<file path="config.mk">
export PLATFORM = sky130hd
export DESIGN_NAME = sqrt_sync_bridge
export DESIGN_NICKNAME = d
export VERILOG_FILES = /design/src/rtl/sqrt_sync_bridge.sv
export SDC_FILE = /design/constraint.sdc
export NUM_CORES = 1
export LEC_CHECK = 0
export CORE_ASPECT_RATIO = 0.9
export CORE_UTILIZATION = 35
export DETAILED_ROUTE_END_ITERATION = 6
export PLACE_DENSITY = 0.67
export SLEW_MARGIN = 20
export SYNTH_ARGS = -nofsm -noshare
export SYNTH_HDL_FRONTEND = slang
export SYNTH_SLANG_ARGS = --single-unit
export TNS_END_PERCENT = 10
</file>
<file path="constraint.sdc">
create_clock -name clk -period 2 [get_ports clk]
set_clock_uncertainty 0.05 [all_clocks]
set_input_delay 0.2 -clock clk [delete_from_list [all_inputs] [get_ports clk]]
set_output_delay 0.2 -clock clk [all_outputs]
set_load 0.01 [all_outputs]
</file>
<file path="src/rtl/sqrt_sync_bridge.sv">
// Clocked front-end for the self-timed sqrt stage: valid/ready operand in, four-phase
// req/fin handshake to sqrt, synchronised fin, captured root out, per-phase timeout.
module sqrt_sync_bridge #(
  parameter int Width      = 32,
  parameter int SyncStages = 2,
  parameter int Timeout    = 1023
) (
  input  logic             clk,
  input  logic             rst_n,
  input  logic             in_valid,
  output logic             in_ready,
  input  logic [Width-1:0] in_x,
  output logic             out_valid,
  input  logic             out_ready,
  output logic [Width-1:0] out_y,
  output logic             out_err,
  output logic             sq_req,
  output logic [Width-1:0] sq_x,
  input  logic             sq_fin,
  input  logic [Width-1:0] sq_y
);

  localparam int TW = (Timeout > 0) ? $clog2(Timeout + 1) : 1;
  localparam logic [TW-1:0] TLAST = (Timeout > 0) ? TW'(Timeout - 1) : '0;

  typedef enum logic [1:0] {S_IDLE, S_REQ_HI, S_REQ_LO, S_OUT} state_t;

  state_t                r_state;
  logic [SyncStages-1:0] r_sync;
  logic [TW-1:0]         r_timer;
  logic                  r_sq_req;
  logic [Width-1:0]      r_sq_x;
  logic                  r_out_valid;
  logic [Width-1:0]      r_out_y;
  logic                  r_out_err;

  logic                  w_fin_s;
  logic                  w_in_ready;
  logic                  w_tmo;
  logic [TW-1:0]         w_timer_inc;

  assign w_fin_s     = r_sync[SyncStages-1];
  // A stale fin (e.g. left high by a reset mid-operation) must drain before a new request.
  assign w_in_ready  = (r_state == S_IDLE) && !w_fin_s;
  assign w_tmo       = (Timeout != 0) && (r_timer == TLAST);
  assign w_timer_inc = (r_timer == '1) ? r_timer : r_timer + 1'b1;

  always_ff @(posedge clk or negedge rst_n) begin
    if (!rst_n) begin
      r_sync <= '0;
    end else begin
      r_sync <= {r_sync[SyncStages-2:0], sq_fin};
    end
  end

  always_ff @(posedge clk or negedge rst_n) begin
    if (!rst_n) begin
      r_state     <= S_IDLE;
      r_timer     <= '0;
      r_sq_req    <= 1'b0;
      r_sq_x      <= '0;
      r_out_valid <= 1'b0;
      r_out_y     <= '0;
      r_out_err   <= 1'b0;
    end else begin
      case (r_state)
        S_IDLE: begin
          if (in_valid && w_in_ready) begin
            r_sq_x    <= in_x;
            r_sq_req  <= 1'b1;
            r_timer   <= '0;
            r_out_err <= 1'b0;
            r_state   <= S_REQ_HI;
          end
        end
        S_REQ_HI: begin
          if (w_fin_s) begin
            r_out_y  <= sq_y;
            r_sq_req <= 1'b0;
            r_timer  <= '0;
            r_state  <= S_REQ_LO;
          end else if (w_tmo) begin
            r_out_err <= 1'b1;
            r_out_y   <= '0;
            r_sq_req  <= 1'b0;
            r_timer   <= '0;
            r_state   <= S_REQ_LO;
          end else begin
            r_timer <= w_timer_inc;
          end
        end
        S_REQ_LO: begin
          if (!w_fin_s) begin
            r_out_valid <= 1'b1;
            r_state     <= S_OUT;
          end else if (w_tmo) begin
            r_out_err   <= 1'b1;
            r_out_valid <= 1'b1;
            r_state     <= S_OUT;
          end else begin
            r_timer <= w_timer_inc;
          end
        end
        S_OUT: begin
          if (out_ready) begin
            r_out_valid <= 1'b0;
            r_state     <= S_IDLE;
          end
        end
        default: r_state <= S_IDLE;
      endcase
    end
  end

  assign in_ready  = w_in_ready;
  assign out_valid = r_out_valid;
  assign out_y     = r_out_y;
  assign out_err   = r_out_err;
  assign sq_req    = r_sq_req;
  assign sq_x      = r_sq_x;

endmodule

</file>
==> impl_metrics.py <==
metrics = {
    "synthesis": {
        "synth_cell_type_count": 43,
        "syn_inst": 249,
        "synth_fp_nets": 324,
        "synth_edf_count": 0,
        "syn_area_um2": 3370,
        "async_reset_ff_share_pct": 100,
        "synth_seq_area_share_pct": 60.1,
        "synth_warnings": 0,
        "synth_ff_type": "dfrtp_1",
        "avgSynthCellArea_um2": 13.5,
        "synth_seq_cells": 81,
    },
    "sta": {
        "slew_violations": 0,
        "rsz0062_at_grt": "true",
        "fmax_mhz": 511,
        "fin_ws_ns": 0.0420,
        "min_period_ns": 1.96,
        "max-slew-margin-rel_pct": 59.6,
        "hold_viol_final": 0,
        "setup_violations": 0,
        "worst_pin_slew_ns": 0.605,
        "fin_crit_sh_pct": 97.9,
    },
    "global_route": {
        "grt_overflow": 0,
        "antenna_found_initial": 0,
        "grt_max_degree": 48,
        "track_usage_pct": 16.6,
        "grt_pass1_vias": 2612,
        "grt_pass1_wl_um": 12900,
    },
    "place": {
        "dp_hpwl_um": 5760,
        "place_congestion": 0.862,
        "place_inst": 511,
        "place_ws_ns": -0.0529,
        "portBuffers": 136,
    },
    "clock_tree": {
        "root_buffer": "clkbuf_8",
        "cts_tree": "done",
        "clockBufferDepth": 2,
        "clock-sinks": 81,
        "cts.clk_slew.worst_paths_ns": 0.09,
        "h-tree-depth": 3,
        "cts_buffers": 9,
        "clock_latency_ns": 0.35,
    },
    "min_path": {
        "hold_class": "input port to register",
    },
    "drt": {
        "firstDrtPassIters": 4,
        "drt_iter0_drc": 119,
        "vias": 2716,
        "drc": 0,
        "wl_per_cell_um": 15.7,
        "avgViaCountPerCell": 5.09,
        "wl_um": 8380,
        "final_antenna_net_count": 0,
    },
    "setup_path": {
        "crit_arrival_ns": 2.18,
        "endpoint_kind": "register",
        "critPathSlowestCell": "or4_1",
        "worst_setup_path_start_kind": "register",
        "critPathRequiredTime_ns": 2.22,
        "critPathMaxFanout": 5,
        "critical_path_class": "register to register",
        "cp_top_family": "simple AND/OR/NAND/NOR gates",
        "cp_cell_sequence": "inv_1 > ha_2 > nor2b_1 > a211o_2 > or4_1 > a22oi_1",
        "crit_buf_inv": 1,
        "slowest_delay_ns": 0.51,
    },
    "floorplanning": {
        "die_h_um": 95.1,
        "dieArea_um2": 10000,
        "ioPinCount": 137,
        "initial_utilization_pct": 36.5,
        "core-area_um2": 9250,
        "die_x_um": 105,
        "std_cell_rows": 33,
    },
    "finish": {
        "final_util_pct": 57.0,
        "drive_above_1_share_pct": 20.4,
        "nNetsFinal": 482,
        "syn_to_final_growth_pct": 56.4,
        "stdcell_count": 534,
        "n_antenna_cell": 0,
    },
    "power": {
        "p_leak_nw": 2.25,
        "p_total_mw": 7.45,
        "power_density_nw_per_um2": 1410,
        "ir_drop_v": 0.000593,
    },
    "flow_run": {
        "cap_violations": 0,
    },
    "outcome": {
        "status": "finished clean",
    },
}
## synthesized netlist by cell type (all sizes together), types with 2 or more instances
cell / count / area [µm²]
a211oi: 2 / 15.0
o31ai: 5 / 37.5
a2bb2oi: 3 / 26.3
nand3: 4 / 20.0
a22o: 33 / 289
a22oi: 7 / 52.6
ha: 6 / 75.1
buf: 8 / 35.0
nor2b: 3 / 18.8
or3: 3 / 18.8
and4: 2 / 17.5
nand4: 3 / 18.8
nand2: 8 / 30.0
clkbuf: 5 / 18.8
o21ai: 5 / 25.0
mux2: 33 / 372
o22ai: 3 / 25.0
dfrtp: 81 / 2030
or4: 5 / 37.5
inv: 8 / 30.0
o221ai: 2 / 17.5
nor3: 4 / 31.3
## path summary, 6_finish.rpt
path                       cells after the start  startpoint    endpoint  slack (ns)
max in group asynchronous                      3       rst_n   out_valid        0.92
min in group asynchronous                      2       rst_n   out_y[30]        0.36
setup / recovery                               6  r_state[0]  r_timer[3]        0.04
hold / removal                                 1      sq_fin   r_sync[0]        0.23
hold reg to reg                                0   r_sync[0]   r_sync[1]        0.32
setup reg to reg                               6  r_state[0]  r_timer[3]        0.04
## kinds of logic after synthesis
group,synth area share [%]
flops,60.1
simple gates,7.46
buf+inv,2.49
compound gates,16.4
fa+ha+maj,2.23
mux,11.3
## power breakdown
part / internal [mW] / switching (mW)
registers: 2.33 / 0.373
logic: 2.16 / 1.45
clock network: 0.499 / 0.638
## cell usage in the layout (no fill, tap or decap), drive strengths merged, types with 2 or more instances in the layout
cell,synthesis,routed
o22ai,3,3
nand4,3,3
nand2,8,8
a2bb2oi,3,3
dfrtp,81,81
o21ai,5,5
a22o,33,33
or3,3,3
o31ai,5,5
ha,6,6
or4,5,5
o221ai,2,2
nor2b,3,3
inv,8,10
clkbuf,5,10
buf,8,23
nand3,4,4
clkinvlp,0,3
a211o,1,2
a22oi,7,7
and4,2,2
a211oi,2,2
nor3,4,4
clkdlybuf4s50,0,134
mux2,33,33
## stage by stage
stage	hold slack [ns]	TNS (ns)	cell area [µm²]
floorplan	-0.146	0	3370
global placement	0.197	-0.0144	5000
detailed placement	0.199	-0.212	5000
CTS	0.216	0	5200
global route	0.211	-0.0722	5270
finish	0.231	0	5270
## cell type report
type / count / area (µm²)
repair buffers: 159 / 1570
flip-flops and latches: 81 / 2030
clock buffers: 10 / 138
inverters: 8 / 30.0
clock inverters: 6 / 51.3
fillers: 778 / 3980
multi-input cells: 148 / 1300
well taps: 122 / 153
## what timing repair did
| item | in CTS | in global routing |
|---|---|---|
| endpoints found under the setup margin | 5 | 41 |
| gates resized for setup | 2 | 6 |
| buffers inserted | 0 | 5 |
| pin swaps | 1 | 6 |
| cloned | 0 | 1 |
| endpoints found under the hold margin | 46 | 0 |
| hold buffers | 1 | 0 |
## routing by layer
metal  GRT usage [%]  up-vias  share of wire [%]
li1                -     1273                  -
met4            5.16        0               0.86
met3            5.54        8                7.1
met5               0        -                  0
met2            25.7      104                 46
met1            22.1     1331                 46
## registers in the layout (all words and copies together) (netlist names)
register / count
out_err: 1
out_valid: 1
out_y: 32
r_state: 2
r_sync: 2
r_timer: 10
sq_req: 1
sq_x: 32
Power figures use the tool's default switching activity.
